===== src/rtl/gamepad_poller.sv =====
// gamepad_poller: SNES-protocol poller for two pads sharing one latch/clock pair
//   clk           vdp_clk
//   reset         asynchronous, active-high
//   start         single-cycle poll request (vdp_active_frame_ended)
//   busy          poll in progress
//   pad_latch     latch strobe to both pads
//   pad_clk       shift clock to both pads, idles high
//   pad_data      serial data, bit n = pad n, active-low, asynchronous
//   pad0_state    pad 0 buttons, active-high, bit 0 = first bit shifted
//   pad1_state    pad 1 buttons, same layout
//   state_valid   one-cycle pulse when pad*_state update
//   pad_connected per-pad connection flag
// Optional: GAMEPAD_POLLER_CONNECT_CHECK_EN enables unplugged-pad detection
//   (raw bits 15..12 must all read high); otherwise pad_connected is 2'b11.
module gamepad_poller #(
    parameter int HALF_PERIOD  = 300,
    parameter int LATCH_CYCLES = 600,
    parameter int PAD_BITS     = 16
) (
    input  logic        clk,
    input  logic        reset,
    input  logic        start,
    output logic        busy,
    output logic        pad_latch,
    output logic        pad_clk,
    input  logic [1:0]  pad_data,
    output logic [15:0] pad0_state,
    output logic [15:0] pad1_state,
    output logic        state_valid,
    output logic [1:0]  pad_connected
);
    localparam int MAXC = (LATCH_CYCLES > HALF_PERIOD) ? LATCH_CYCLES : HALF_PERIOD;
    localparam int CW   = $clog2(MAXC + 1);
    localparam int IW   = (PAD_BITS > 1) ? $clog2(PAD_BITS) : 1;
    typedef enum logic [2:0] {IDLE, LATCH, HIGH, LOW, DONE} state_t;
    state_t              state;
    logic [CW-1:0]       cnt;
    logic [IW-1:0]       idx;
    logic [PAD_BITS-1:0] shift0, shift1;
    logic [1:0]          sync1, sync2;
    logic [1:0]          conn;
    logic                publish;
    // last LOW cycle of the final bit: results are registered on this edge so
    // they are visible during the DONE cycle together with state_valid
    assign publish = (state == LOW) && (cnt == '0) && (idx == IW'(PAD_BITS - 1));
`ifdef GAMEPAD_POLLER_CONNECT_CHECK_EN
    assign conn = {&shift1[15:12], &shift0[15:12]};
    always_ff @(posedge clk or posedge reset) begin
        if (reset)
            pad_connected <= 2'b00;
        else if (publish)
            pad_connected <= conn;
    end
`else
    assign conn          = 2'b11;
    assign pad_connected = 2'b11;
`endif
    always_ff @(posedge clk or posedge reset) begin
        if (reset) begin
            state       <= IDLE;
            busy        <= 1'b0;
            pad_latch   <= 1'b0;
            pad_clk     <= 1'b1;
            state_valid <= 1'b0;
            pad0_state  <= '0;
            pad1_state  <= '0;
            cnt         <= '0;
            idx         <= '0;
            shift0      <= '0;
            shift1      <= '0;
            sync1       <= '0;
            sync2       <= '0;
        end else begin
            sync1       <= pad_data;
            sync2       <= sync1;
            state_valid <= 1'b0;
            case (state)
                IDLE: if (start) begin
                    state     <= LATCH;
                    busy      <= 1'b1;
                    pad_latch <= 1'b1;
                    cnt       <= CW'(LATCH_CYCLES - 1);
                end
                LATCH: if (cnt == '0) begin
                    state     <= HIGH;
                    pad_latch <= 1'b0;
                    idx       <= '0;
                    cnt       <= CW'(HALF_PERIOD - 1);
                end else begin
                    cnt <= cnt - 1'b1;
                end
                HIGH: if (cnt == '0) begin
                    state       <= LOW;
                    pad_clk     <= 1'b0;
                    cnt         <= CW'(HALF_PERIOD - 1);
                    shift0[idx] <= sync2[0];
                    shift1[idx] <= sync2[1];
                end else begin
                    cnt <= cnt - 1'b1;
                end
                LOW: if (cnt == '0) begin
                    pad_clk <= 1'b1;
                    if (publish) begin
                        state       <= DONE;
                        busy        <= 1'b0;
                        state_valid <= 1'b1;
                        pad0_state  <= conn[0] ? 16'(~shift0) : 16'h0000;
                        pad1_state  <= conn[1] ? 16'(~shift1) : 16'h0000;
                    end else begin
                        state <= HIGH;
                        idx   <= idx + 1'b1;
                        cnt   <= CW'(HALF_PERIOD - 1);
                    end
                end else begin
                    cnt <= cnt - 1'b1;
                end
                DONE:    state <= IDLE;
                default: state <= IDLE;
            endcase
        end
    end
endmodule


===== config.mk =====
export PLATFORM = sky130hd
export DESIGN_NAME = gamepad_poller
export DESIGN_NICKNAME = d
export VERILOG_FILES = /design/src/rtl/gamepad_poller.sv
export SDC_FILE = /design/constraint.sdc
export NUM_CORES = 1
export LEC_CHECK = 0
export BUFFER_PORTS_ARGS = -buffer_cell sky130_fd_sc_hd__buf_4
export CORE_ASPECT_RATIO = 1.2
export CORE_MARGIN = 2
export CORE_UTILIZATION = 58
export DETAILED_ROUTE_END_ITERATION = 7
export GPL_TIMING_DRIVEN = 1
export PLACE_DENSITY_LB_ADDON = 0.3
export SYNTH_ARGS = -nofsm -noshare
export SYNTH_HDL_FRONTEND = slang
export SYNTH_SLANG_ARGS = --single-unit

===== constraint.sdc =====
create_clock -name clk -period 3.3 [get_ports clk]
set_input_delay 0.495 -clock clk [delete_from_list [all_inputs] [get_ports clk]]
set_output_delay 0.495 -clock clk [all_outputs]
set_load 0.05 [all_outputs]

# Yosys cells after proc, flatten, opt, wreduce, memory -nomap -nowiden
# Cells that the tools add are included.
# op_classes
mux,30
reduce_logical,19
n_addsub,2
n_bitwise,2
eq_ne,11
order_cmp,2
# ops
operator,n
2-to-1 mux 10 bit,4
bitwise mux 16 bit,2
inverter 16 bit,2
one-hot mux 10 bit (3 select lines),1
2-to-1 mux 3 bit,5
2-to-1 mux 4 bit,3
one-hot mux 3 bit (4 select lines),1
AND reduction 3 bit,4
AND reduction 4 bit,3
logical NOT 10 bit,1
"!= test 2 bit, second input constant",5
"subtractor 10 x 1 -> 10 bit, second input constant",1
2-to-1 mux 1 bit,9
one-hot mux 4 bit (2 select lines),1
nonzero test 2 bit,4
"== test 3 x 2 -> 1 bit, second input constant",2
one-hot mux 1 bit (2 select lines),3
"less-than comparator 4 x 5 -> 1 bit, second input constant",1
"adder 4 x 1 -> 4 bit, second input constant",1
demux 1 bit (select 4 bit),1
"== test 4 bit, second input constant",1
">= comparator 4 x 1 -> 1 bit, second input constant",1
"== test 3 x 1 -> 1 bit, second input constant",1
logical AND 1 bit,3
other kinds (6),6
# totals
elab_cells,79
inputBits,5
reg_bits,89
out_inout_bits,38

# Longest topological paths before layout
# Gate-level depths: netlist of run 1.
# logic_depth
word_depth,6
ltp_mapped,8
depth_no_buf,6

# Worst setup path after synthesis of run 1
# Ideal clock, no wire load.
# synth_path
path_kind,flip-flop to flip-flop
startpoint,register cnt[0]
endpoint,register shift0[1]
setup_time_ns,0.125
synth_period_minus_slack_ns,2.181
arrival_time_ns,2.057
path_stages_with_launch,7
path_buffers,0
required_ns,3.175
setup_slack_ns,1.119
cell_sequence,dfrtp_1 > inv_1 > ha_1 > or4b_4 > nor4_4 > and4bb_2 > mux2_2
# synth_via
elab_chain_len,2
# synth_rtl
element,line_no,rtl
"start, declared",37,logic [CW-1:0] cnt;
"start signal, assigned",82,cnt <= CW'(LATCH_CYCLES - 1);
"start signal, assigned",88,cnt <= CW'(HALF_PERIOD - 1);
"start signal, assigned",90,cnt <= cnt - 1'b1;
logical NOT 10 bit,92,HIGH: if (cnt == '0) begin
AND reduction 2 bit (no source line),--,
"end signal, assigned by index",96,shift0[idx] <= sync2[0];
"end, declared",39,"logic [PAD_BITS-1:0] shift0, shift1;"
# No other way between the ends.
# A chain may end at the register's enable or synchronous reset.

# Worst setup path after layout of run 1
# layout_path
startpoint,register cnt[0]
endpoint,register shift1[2]
# layout_via
elab_chain_len,2
# layout_rtl
element,line_no,rtl
logical NOT 10 bit,92,
AND reduction 2 bit (no source line),--,
"end signal, assigned by index",97,shift1[idx] <= sync2[1];
"end, declared",39,
# No other way between the ends.

==> results_tabular.tex, run 1 <==
\begin{tabular}{lr}
\hline
Metric & Value \\
\hline
\multicolumn{2}{l}{\textbf{Setup path}} \\
Arrival @ worst endpoint & approximately 2800 ps \\
Worst Path Max Fanout & 10 \\
Worst Setup Path Type & flip-flop to flip-flop \\
Worst setup EP type & flip-flop \\
Setup crit start kind & flip-flop \\
Worst endpoint required time & 3530 ps \\
\multicolumn{2}{l}{\textbf{Clocking}} \\
Resize count post-CTS & 0 \\
Root Buffer & sky130\_fd\_sc\_hd\_\_clkbuf\_8 \\
Buffers from clock root to sink, at most & 2 \\
Number of buffers inserted by post-CTS setup repair & 0 \\
Clock transition at the register clock pins on the worst setup and hold paths after CTS & about 80 ps \\
H-tree depth & 3 \\
Insertion delay of the later-clocked pin in the worst-skew pair & 340 ps \\
Number of buffers added by the clock tree synthesis step & 9 \\
Number of sinks driven by the clock tree & 89 \\
\# hold bufs at CTS & 0 \\
TritonCTS clock tree & yes \\
\multicolumn{2}{l}{\textbf{Floorplan}} \\
I/O pin total & 43 \\
Die outline height & 92.7 um \\
Width of the chip & 77.9 um \\
Initial standard-cell utilization of the core & around three fifths \\
Core footprint & about 6400 sq um \\
Row Count & 32 \\
Die area & $\sim$7200 sq um \\
\multicolumn{2}{l}{\textbf{GRT}} \\
Pin count of the biggest net entering global routing & 49 \\
Antenna violations before repair & 0 \\
Total routing resource utilization after global routing & 23.0\% \\
Global-route wire length before repair & 13.0 mm \\
Leftover overflow at the end of global routing & 0 \\
Vias in the first global route & 2689 \\
\multicolumn{2}{l}{\textbf{Power and ir drop}} \\
P\_sw & between 0.6 and 0.7 mW \\
Gate power share & 13.1\% \\
Sequential power share & 53.8\% \\
Clock network fraction of design power & 33.1\% \\
Highest ir drop seen on vdd & 338 uV \\
Total power & 2.39 mW \\
Leakage & roughly 2.1 nW \\
Sw Ratio & between 20\% and 30\% \\
Cell area power density & between 500 and 600 nW/um\^{}2 \\
Internal power summed over all cells & approximately 1.7 mW \\
\multicolumn{2}{l}{\textbf{Detailed routing}} \\
Length of the first detailed-routing pass in iterations & 4 \\
Drt via density & approximately 5.8 \\
Routed vias & 2641 \\
DRC marker count from the first detailed-route iteration & 194 \\
WL per Instance & 16.7 um \\
Remaining routing DRC violations & 0 \\
Post-detailed-route count of antenna-violating nets & 0 \\
Total wire length after detailed routing & $\sim$7.6 mm \\
\multicolumn{2}{l}{\textbf{Place}} \\
Global placer's final weighted congestion & 0.848 \\
Cell area after placement & 4170 sq um \\
Number of buffers inserted by port buffering & 40 \\
Placement-stage worst setup slack & 716 ps \\
Post-detailed-placement half-perimeter wirelength & about 5.1 mm \\
\multicolumn{2}{l}{\textbf{Yosys}} \\
Mapped Cells & 330 \\
Count of distinct cell types in the synthesized netlist & 47 \\
Main flop type after synthesis & sky130\_fd\_sc\_hd\_\_dfrtp\_1 \\
Area of the mapped netlist & about 3800 sq um \\
Register area share after synthesis & 58.6\% \\
Register bit count reported by yosys & 89 \\
Ys async rst share & 100\% \\
Number of flops mapped to enable cells by yosys & 0 \\
Syn avg cell area & 11.5 sq um \\
Ys Warns & 0 \\
\multicolumn{2}{l}{\textbf{Final layout}} \\
Most frequent cells in the layout & 88 x sky130\_fd\_sc\_hd\_\_dfrtp\_1, 45 x sky130\_fd\_sc\_hd\_\_buf\_4, 39 x sky130\_fd\_sc\_hd\_\_nand2\_1 \\
End-of-flow core utilization & 68.4\% \\
N\_diodes & 0 \\
Final instance area & 4380 sq um \\
Share of layout cells above drive strength 1 & 28.0\% \\
Net count reported at finish & approximately 380 \\
Area overhead of the layout relative to synthesis & 15.3\% \\
Most common library cell in the layout ignoring fill and taps & sky130\_fd\_sc\_hd\_\_dfrtp\_1 \\
\multicolumn{2}{l}{\textbf{Flow run}} \\
Maximum Capacitance Violations & 0 \\
\multicolumn{2}{l}{\textbf{Timing}} \\
Period utilization & 79.3\% \\
Final setup margin & 685 ps \\
Final Hold Violating Endpoints & 0 \\
Final sum of negative setup slack & 0 ps \\
Final number of setup-violating endpoints & 0 \\
Fin crit period & 2620 ps \\
Worst max-slew margin expressed relative to the limit & 45.3\% \\
Worst Max-Slew Pin Slew & 820 ps \\
RSZ-0062 raised after global routing & no \\
Post-route clock skew & about 6.8 ps \\
Peak clock frequency supported by timing & 382 MHz \\
Number of max-slew violations in the final report & 0 \\
\multicolumn{2}{l}{\textbf{Run status}} \\
Status & finished clean \\
\multicolumn{2}{l}{\textbf{Worst hold path}} \\
Type of the tightest min-delay check & input port to flip-flop \\
\hline
\end{tabular}
## metrics by stage
step / hold slack, ps / std cells
finish: 254 / 456
global route: 232 / 456
CTS: 242 / 456
detailed placement: 336 / 440
global placement: 332 / 440
floorplan: 331 / 331
## flip-flops by register name (all words and copies together) (netlist names), 2 cells and up
| name | flops |
|---|---|
| pad1_state | 16 |
| shift1 | 16 |
| idx | 4 |
| pad0_state | 16 |
| cnt | 10 |
| state | 3 |
| sync2 | 2 |
| shift0 | 16 |
| sync1 | 2 |
## kinds of logic after synthesis
| family | count (synthesis) | synth area share (%) |
|---|---|---|
| compound gates | 70 | 10.9 |
| other cells | 1 | 0.0986 |
| fa+ha+maj | 5 | 1.65 |
| simple gates | 101 | 15.7 |
| mux | 32 | 9.48 |
| flops | 89 | 58.6 |
| buf+inv | 32 | 3.59 |
## path summary, 6_finish.rpt
| kind | cells past startpoint | slack (ps) | start | to |
|---|---|---|---|---|
| max in group asynchronous | 3 | 2260 | reset | pad_clk |
| min reg2reg | 0 | 360 | sync1[0] | sync2[0] |
| max reg2reg | 7 | 680 | cnt[0] | shift1[2] |
| min | 1 | 250 | pad_data[1] | sync1[1] |
| min in group asynchronous | 2 | 280 | reset | pad1_state[4] |
| max | 7 | 680 | cnt[0] | shift1[2] |
## synthesized netlist by cell type, types with 2 or more instances
master / number / area, sq um
sky130_fd_sc_hd__and3_1: 3 / 18.8
sky130_fd_sc_hd__a2bb2oi_1: 2 / 17.5
sky130_fd_sc_hd__ha_1: 5 / 62.6
sky130_fd_sc_hd__clkbuf_1: 18 / 67.6
sky130_fd_sc_hd__nand4b_1: 5 / 43.8
sky130_fd_sc_hd__buf_4: 2 / 15.0
sky130_fd_sc_hd__and4b_1: 2 / 20.0
sky130_fd_sc_hd__mux2_2: 32 / 360
sky130_fd_sc_hd__nor2b_1: 3 / 18.8
sky130_fd_sc_hd__o2bb2ai_1: 4 / 35.0
sky130_fd_sc_hd__and4bb_2: 2 / 25.0
sky130_fd_sc_hd__nor3_1: 8 / 40.0
sky130_fd_sc_hd__nand4_1: 5 / 31.3
sky130_fd_sc_hd__o21ai_1: 28 / 140
sky130_fd_sc_hd__o21bai_1: 2 / 15.0
sky130_fd_sc_hd__a21oi_1: 11 / 55.1
sky130_fd_sc_hd__and4_1: 4 / 35.0
sky130_fd_sc_hd__o211ai_1: 4 / 30.0
sky130_fd_sc_hd__dfrtp_1: 88 / 2200
sky130_fd_sc_hd__nand2_1: 39 / 146
sky130_fd_sc_hd__inv_1: 10 / 37.5
sky130_fd_sc_hd__o31ai_1: 2 / 15.0
sky130_fd_sc_hd__nand3_1: 8 / 40.0
sky130_fd_sc_hd__nor2_1: 8 / 30.0
sky130_fd_sc_hd__or3_1: 4 / 25.0
sky130_fd_sc_hd__o21ai_0: 10 / 50.1
## critical path, stage by stage, from the launching register on
cell and delay [ps]:
sky130_fd_sc_hd__dfrtp_1 410, sky130_fd_sc_hd__inv_1 70, sky130_fd_sc_hd__ha_1 180, sky130_fd_sc_hd__or4b_4 520, sky130_fd_sc_hd__nor4_4 460, sky130_fd_sc_hd__buf_4 260
sky130_fd_sc_hd__and4bb_2 270, sky130_fd_sc_hd__mux2_2 330
## final cells by class
type,count,area (sq um)
Clock inverter,5,80.1
Sequential cell,89,2230
Inverter,10,38.8
Timing Repair Buffer,46,358
Clock buffer,11,131
Fill cell,481,2020
Multi-Input combinational cell,210,1440
Tap cell,85,106
## layer usage
layer  global-route usage (%)  vias to the layer above  routed length (um)
li1                         -                     1250                   -
met1                     31.6                     1326                3360
met2                     37.6                       53                3870
met3                     3.51                       12                 266
met4                     8.33                        0                 109
met5                        0                        -                   0
## power groups by stage
stage               clock network, mW  registers [mW]  logic [mW]
detailed placement                  0            1.31       0.313
global route                    0.856            1.31       0.357
global placement                    0            1.30       0.306
CTS                             0.805            1.28       0.315
finish                          0.792            1.29       0.312
floorplan                           0            1.28       0.244
No activity file was read; power rests on OpenSTA's default activity.
==> inputs of run 2 (changes only) <==
--- a/config.mk
+++ b/config.mk
@@ -5,6 +5,7 @@
 export SDC_FILE = /design/constraint.sdc
 export NUM_CORES = 1
 export LEC_CHECK = 0
+export ABC_AREA = 1
 export BUFFER_PORTS_ARGS = -buffer_cell sky130_fd_sc_hd__buf_4
 export CORE_ASPECT_RATIO = 1.2
 export CORE_MARGIN = 2
==> constraint.sdc (replaced) <==
create_clock -name clk -period 2.6 [get_ports clk]
set_input_delay 0.39 -clock clk [delete_from_list [all_inputs] [get_ports clk]]
set_output_delay 0.39 -clock clk [all_outputs]
set_load 0.05 [all_outputs]
==> results_tabular.tex, run 2 <==
\begin{tabular}{lr}
\hline
Metric & Value \\
\hline
\multicolumn{2}{l}{\textbf{Run status}} \\
Status & finished clean \\
\multicolumn{2}{l}{\textbf{Place}} \\
Global placer's final weighted congestion & approximately 0.93 \\
Placement-stage worst setup slack & between 600 and 700 ps \\
Post-detailed-placement half-perimeter wirelength & 5.22 mm \\
Number of buffers inserted by port buffering & 40 \\
\multicolumn{2}{l}{\textbf{Floorplan}} \\
Initial standard-cell utilization of the core & 59.4\% \\
I/O pin total & 43 \\
Width of the chip & 77.7 um \\
Die area & 7190 sq um \\
Core footprint & approximately 6400 sq um \\
Die outline height & roughly 92 um \\
Row Count & 32 \\
\multicolumn{2}{l}{\textbf{Setup path}} \\
Setup crit start kind & flip-flop \\
Worst Path Max Fanout & 16 \\
Arrival @ worst endpoint & 2150 ps \\
Maximum cell stage delay along the critical path & 400 ps \\
Cell count along the critical path & 9 \\
Gate family responsible for the most delay along the worst path & simple AND/OR/NAND/NOR gates \\
Worst setup EP type & flip-flop \\
Worst path bufs/invs & 1 \\
Critical path cell sequence & inv\_1 -> ha\_1 -> nand2\_4 -> nor2\_8 -> nand2\_4 -> nor2\_8 -> nand3\_1 -> nand2\_1 -> o21ai\_1 \\
Origin of the critical flop-to-flop path & cnt[0] \\
Endpoint of the worst register-to-register path & shift0[11] \\
First element of the critical path & cnt[0] \\
Reg2Reg Depth & 9 \\
Reg2Reg Setup Slack & about 670 ps \\
Critical path capture point & shift0[11] \\
Worst Setup Path Type & flip-flop to flip-flop \\
Cell type of the slowest stage on the worst timing path & sky130\_fd\_sc\_hd\_\_dfrtp\_1 \\
Worst endpoint required time & 2820 ps \\
\multicolumn{2}{l}{\textbf{Worst hold path}} \\
Type of the tightest min-delay check & input port to asynchronous set/reset pin \\
\multicolumn{2}{l}{\textbf{Yosys}} \\
Ys Warns & 0 \\
Number of flops mapped to enable cells by yosys & 0 \\
Largest area contributor in the synthesized netlist & sky130\_fd\_sc\_hd\_\_dfrtp\_1 \\
Main combinational cell family by area after synthesis & simple AND/OR/NAND/NOR gates \\
Yosys top cell area share & 58.2\% \\
Post-synthesis mux area share & 0\% \\
Main flop type after synthesis & sky130\_fd\_sc\_hd\_\_dfrtp\_1 \\
Xor-xnor portion of the synthesized cell area & 0.695\% \\
Post-synthesis adder-cell area fraction & 1.65\% \\
Mapped Cells & 405 \\
Syn avg cell area & between 9 and 10 sq um \\
Register bit count reported by yosys & between 80 and 90 \\
Ys async rst share & 100\% \\
Most common library cells after synthesis & 124 x sky130\_fd\_sc\_hd\_\_nand2\_1, 88 x sky130\_fd\_sc\_hd\_\_dfrtp\_1, 65 x sky130\_fd\_sc\_hd\_\_o21ai\_1 \\
Area of the mapped netlist & 3780 sq um \\
Leading post-synthesis cells by cell area & sky130\_fd\_sc\_hd\_\_dfrtp\_1 58\%, sky130\_fd\_sc\_hd\_\_nand2\_1 12\%, sky130\_fd\_sc\_hd\_\_o21ai\_1 8.6\%, sky130\_fd\_sc\_hd\_\_inv\_1 2.7\%, sky130\_fd\_sc\_hd\_\_nand3\_1 2.5\% \\
Most frequent cell after synthesis & sky130\_fd\_sc\_hd\_\_nand2\_1 \\
Simple-gate portion of the synthesized area & 23.2\% \\
Count of distinct cell types in the synthesized netlist & 28 \\
Fraction of the mapped netlist area in compound gates & 10.6\% \\
Register area share after synthesis & 58.9\% \\
\multicolumn{2}{l}{\textbf{Timing}} \\
Period utilization & 74.2\% \\
Post-route clock skew & 7.58 ps \\
Final number of setup-violating endpoints & 0 \\
Worst Max-Slew Pin Slew & 521 ps \\
Peak clock frequency supported by timing & slightly above 500 MHz \\
Worst max-slew margin expressed relative to the limit & around 65\% \\
Number of max-slew violations in the final report & 0 \\
Fin crit period & $\sim$1900 ps \\
Final setup margin & roughly 670 ps \\
Final Hold Violating Endpoints & 0 \\
Final sum of negative setup slack & 0 ps \\
RSZ-0062 raised after global routing & no \\
\multicolumn{2}{l}{\textbf{Clocking}} \\
Insertion delay of the later-clocked pin in the worst-skew pair & about 350 ps \\
Resize count post-CTS & 0 \\
\# hold bufs at CTS & 0 \\
Buffers from clock root to sink, at most & 2 \\
TritonCTS clock tree & yes \\
Root Buffer & sky130\_fd\_sc\_hd\_\_clkbuf\_8 \\
Number of sinks driven by the clock tree & 89 \\
H-tree depth & 3 \\
Number of buffers inserted by post-CTS setup repair & 0 \\
Number of buffers added by the clock tree synthesis step & 9 \\
Clock transition at the register clock pins on the worst setup and hold paths after CTS & 80 ps \\
\multicolumn{2}{l}{\textbf{Power and ir drop}} \\
Gate power share & 2.1\% \\
Sequential power share & 59.8\% \\
Internal power summed over all cells & 1.80 mW \\
P\_sw & around 0.52 mW \\
Leakage & between 2 and 2.5 nW \\
Cell area power density & 533 nW/um\^{}2 \\
Highest ir drop seen on vdd & 472 uV \\
Sw Ratio & 22.5\% \\
Clock network fraction of design power & 38.1\% \\
\multicolumn{2}{l}{\textbf{Final layout}} \\
Fillers & 509 \\
Most common library cell in the layout ignoring fill and taps & sky130\_fd\_sc\_hd\_\_nand2\_1 \\
Most frequent cells in the layout & 124 x sky130\_fd\_sc\_hd\_\_nand2\_1, 88 x sky130\_fd\_sc\_hd\_\_dfrtp\_1, 65 x sky130\_fd\_sc\_hd\_\_o21ai\_1 \\
Share of layout cells above drive strength 1 & 18.1\% \\
Area overhead of the layout relative to synthesis & 15.0\% \\
N\_diodes & 0 \\
Net count reported at finish & $\sim$460 \\
\multicolumn{2}{l}{\textbf{Detailed routing}} \\
WL per Instance & roughly 14 um \\
Drt via density & 5.30 \\
Total wire length after detailed routing & 7.38 mm \\
Post-detailed-route count of antenna-violating nets & 0 \\
Length of the first detailed-routing pass in iterations & 4 \\
Routed vias & 2844 \\
DRC marker count from the first detailed-route iteration & 201 \\
Remaining routing DRC violations & 0 \\
\multicolumn{2}{l}{\textbf{GRT}} \\
Total routing resource utilization after global routing & 22.5\% \\
Vias in the first global route & between 2000 and 3000 \\
Global-route wire length before repair & approximately 13 mm \\
Antenna violations before repair & 0 \\
Leftover overflow at the end of global routing & 0 \\
Pin count of the biggest net entering global routing & 51 \\
\multicolumn{2}{l}{\textbf{Flow run}} \\
Maximum Capacitance Violations & 0 \\
\hline
\end{tabular}
==> run 2: changes by cell type in the layout (fill, tap and decap cells not counted), sizes merged, moves of 6 or more <==
cell and change:
inv +18, a21oi -9, nor3 -8, o21ai +39
nand3 +20, nand4b -6, mux2 -32, nor2 +16
nand2 +89
==> run 2: power groups by stage <==
stage               combinational, mW  sequential [mW]  clock, mW
floorplan                      0.0351             1.41          0
global placement               0.0517             1.41          0
detailed placement             0.0520             1.41          0
CTS                            0.0520             1.39      0.912
global route                   0.0584             1.39      0.955
finish                         0.0499             1.39      0.883
==> run 2: worst min path at each step <==
stage,startpoint,end,slack [ps],cells past startpoint
after floorplan,sync1[0],sync2[0],330,0
final,reset,cnt[7],20,2
after detailed placement,sync1[0],sync2[0],340,0
after global placement,sync1[1],sync2[1],330,0
after CTS,reset,cnt[3],20,2
after global routing,reset,shift0[6],50,2
==> run 2: per-stage QoR <==
step	power (mW)	hold WS (ps)	utilization [%]	std cells	area, sq um
2_1_floorplan	1.45	331	-	406	3790
3_3_place_gp	1.47	334	65.3	521	4160
3_5_place_dp	1.47	344	65.3	521	4160
4_1_cts	2.35	23.6	68.3	537	4350
5_1_grt	2.40	50.3	68.3	537	4350
6_report	2.32	19.6	68.3	537	4350
==> run 2: final cells by class <==
type | count | area, sq um | area share (%)
Multi-Input combinational cell | 275 | 1370 | 31.6
Tap cell | 85 | 106 | 2.44
Inverter | 28 | 109 | 2.50
Timing Repair Buffer | 44 | 343 | 7.88
Sequential cell | 89 | 2230 | 51.2
Clock inverter | 5 | 38.8 | 0.892
Clock buffer | 11 | 151 | 3.48
==> run 2: kinds of logic (layout without fill, tap and decap cells) <==
logic type	count (synthesis)	in the layout
xor+xnor	3	3
fa+ha+maj	5	5
flops	89	89
compound gates	80	80
simple gates	185	185
other cells	1	2
buf+inv	42	88
==> run 2: worst reg2reg max path, cell delays in order (launching register included) <==
cell and delay (ps):
sky130_fd_sc_hd__dfrtp_1 400, sky130_fd_sc_hd__inv_1 90, sky130_fd_sc_hd__ha_1 250, sky130_fd_sc_hd__nand2_4 100
sky130_fd_sc_hd__nor2_8 150, sky130_fd_sc_hd__nand2_4 130, sky130_fd_sc_hd__nor2_8 270, sky130_fd_sc_hd__nand3_1 230
sky130_fd_sc_hd__nand2_1 110, sky130_fd_sc_hd__o21ai_1 70
==> run 2: metal layers <==
layer / track usage (%) / share of wire (%)
met1: 29.2 / 44
met2: 36.9 / 50
met3: 3.31 / 2.6
met4: 11.6 / 3.1
met5: 0 / 0
==> inputs of run 3 (changes only) <==
==> constraint.sdc (replaced) <==
create_clock -name clk -period 1.9 [get_ports clk]
set_input_delay 0.285 -clock clk [delete_from_list [all_inputs] [get_ports clk]]
set_output_delay 0.285 -clock clk [all_outputs]
set_load 0.05 [all_outputs]
==> results_tabular.tex, run 3 (same netlist as run 2, synthesis figures left out) <==
\begin{tabular}{lr}
\hline
Metric & Value \\
\hline
\multicolumn{2}{l}{\textbf{Place}} \\
Global placer's final weighted congestion & 0.875 \\
Post-detailed-placement half-perimeter wirelength & 5.28 mm \\
Cell area after placement & approximately 4200 sq um \\
Number of buffers inserted by port buffering & 40 \\
\multicolumn{2}{l}{\textbf{GRT}} \\
Global-route wire length before repair & between 10 and 15 mm \\
Antenna violations before repair & 0 \\
Leftover overflow at the end of global routing & 0 \\
Total routing resource utilization after global routing & 23.3\% \\
Pin count of the biggest net entering global routing & 41 \\
Vias in the first global route & 2816 \\
\multicolumn{2}{l}{\textbf{Clocking}} \\
Insertion delay of the later-clocked pin in the worst-skew pair & around 350 ps \\
Root Buffer & sky130\_fd\_sc\_hd\_\_clkbuf\_8 \\
H-tree depth & 3 \\
Number of sinks driven by the clock tree & 89 \\
Buffers from clock root to sink, at most & 2 \\
Number of buffers added by the clock tree synthesis step & 9 \\
TritonCTS clock tree & yes \\
Clock transition at the register clock pins on the worst setup and hold paths after CTS & 90 ps \\
\multicolumn{2}{l}{\textbf{Timing}} \\
Final sum of negative setup slack & 0 ps \\
Final Hold Violating Endpoints & 0 \\
RSZ-0062 raised after global routing & no \\
Worst max-slew margin expressed relative to the limit & 65.1\% \\
Worst Max-Slew Pin Slew & 523 ps \\
Peak clock frequency supported by timing & roughly 560 MHz \\
Number of max-slew violations in the final report & 0 \\
Period utilization & between 90\% and 100\% \\
Post-route clock skew & 8.92 ps \\
Final number of setup-violating endpoints & 0 \\
Fin crit period & 1780 ps \\
\multicolumn{2}{l}{\textbf{Floorplan}} \\
Die outline height & $\sim$92 um \\
Core footprint & 6370 sq um \\
Width of the chip & 77.7 um \\
Row Count & 32 \\
Die area & approximately 7000 sq um \\
I/O pin total & 43 \\
Initial standard-cell utilization of the core & 59.4\% \\
\multicolumn{2}{l}{\textbf{Detailed routing}} \\
Remaining routing DRC violations & 0 \\
Post-detailed-route count of antenna-violating nets & 0 \\
WL per Instance & 14.0 um \\
DRC marker count from the first detailed-route iteration & between 100 and 150 \\
Drt via density & 5.25 \\
Length of the first detailed-routing pass in iterations & 4 \\
Routed vias & around 2900 \\
Total wire length after detailed routing & 7.64 mm \\
\multicolumn{2}{l}{\textbf{Setup path}} \\
Worst Setup Path Type & flip-flop to flip-flop \\
Setup crit start kind & flip-flop \\
Arrival @ worst endpoint & 2000 ps \\
Worst setup EP type & flip-flop \\
Worst Path Max Fanout & 11 \\
Worst endpoint required time & 2120 ps \\
\multicolumn{2}{l}{\textbf{Final layout}} \\
Most common library cell in the layout ignoring fill and taps & sky130\_fd\_sc\_hd\_\_nand2\_1 \\
Register Area & 2230 sq um \\
Final instance area & $\sim$4500 sq um \\
N\_diodes & 0 \\
Area overhead of the layout relative to synthesis & 19.2\% \\
Fillers & around 460 \\
Most frequent cells in the layout & 123 x sky130\_fd\_sc\_hd\_\_nand2\_1, 88 x sky130\_fd\_sc\_hd\_\_dfrtp\_1, 65 x sky130\_fd\_sc\_hd\_\_o21ai\_1 \\
Multi-input combinational cell area & $\sim$1400 sq um \\
Net count reported at finish & 466 \\
Share of layout cells above drive strength 1 & 20.0\% \\
\multicolumn{2}{l}{\textbf{Worst hold path}} \\
Type of the tightest min-delay check & input port to flip-flop \\
\multicolumn{2}{l}{\textbf{Power and ir drop}} \\
Leakage & 2.27 nW \\
Highest ir drop seen on vdd & 585 uV \\
Cell area power density & 751 nW/um\^{}2 \\
\multicolumn{2}{l}{\textbf{Flow run}} \\
Maximum Capacitance Violations & 0 \\
\multicolumn{2}{l}{\textbf{Run status}} \\
Status & finished clean \\
\hline
\end{tabular}
[run 3: worst max-delay path, stage by stage, from the launching register on]
cell and delay (ps):
sky130_fd_sc_hd__dfrtp_1 410, sky130_fd_sc_hd__inv_1 140, sky130_fd_sc_hd__ha_4 180, sky130_fd_sc_hd__nand2_4 80, sky130_fd_sc_hd__nor2_8 170, sky130_fd_sc_hd__nand2_8 110
sky130_fd_sc_hd__nor2_8 140, sky130_fd_sc_hd__buf_12 140, sky130_fd_sc_hd__nand3_2 110, sky130_fd_sc_hd__nand2_1 110, sky130_fd_sc_hd__o21ai_1 60
[run 3: power by group]
part           leakage [nW]  switching (mW)  internal (mW)  total (mW)
Combinational         0.965          0.0584         0.0156      0.0740
Clock                 0.109           0.675          0.741        1.42
Sequential             1.20        0.000879           1.90        1.90
Total                  2.27           0.734           2.65        3.39
[run 3: through the flow]
step / cells / hold slack (ps) / utilization, % / worst slack [ps] / power [mW]
finish: 546 / 42.2 / 70.8 / 120 / 3.39
global route: 546 / 32.8 / 70.8 / 6.35 / 3.50
CTS: 545 / 30.2 / 70.2 / 22.8 / 3.41
detailed placement: 525 / 304 / 66.0 / 18.9 / 2.01
global placement: 525 / 297 / 66.0 / 121 / 2.01
floorplan: 406 / 316 / - / 275 / 1.98
[run 3: final timing paths]
kind,startpoint,end,slack (ps),cells past startpoint
max in group asynchronous,reset,pad_clk,850,4
max,cnt[0],shift1[3],120,10
min in group asynchronous,reset,pad1_state[6],480,3
max reg2reg,cnt[0],shift1[3],120,10
min,pad_data[0],sync1[0],40,1
min reg2reg,sync1[1],sync2[1],350,0
[run 3: cell type report]
| type | count | area share, % |
|---|---|---|
| repair buffers | 52 | 9.55 |
| flip-flops and latches | 89 | 49.4 |
| multi-input cells | 276 | 31.4 |
| clock inverters | 7 | 2.11 |
| clock buffers | 9 | 2.75 |
| inverters | 28 | 2.42 |
| well taps | 85 | 2.36 |
[run 3: routing by layer]
layer	vias up	part of all wire, %	track usage (%)
met5	-	0	0
met4	0	2.9	12.2
met3	22	2.9	3.02
met2	67	50	37.9
met1	1364	44	30.9
li1	1413	-	-
[run 3: what timing repair did]
item                       in CTS  in global routing
hold buffers                    1                  0
hold endpoints to repair       14                  0
setup buffers                   3                  0
pin swaps                       1                  1
cloned                          0                  1
gates resized for setup         0                  5
setup endpoints to repair       2                 34
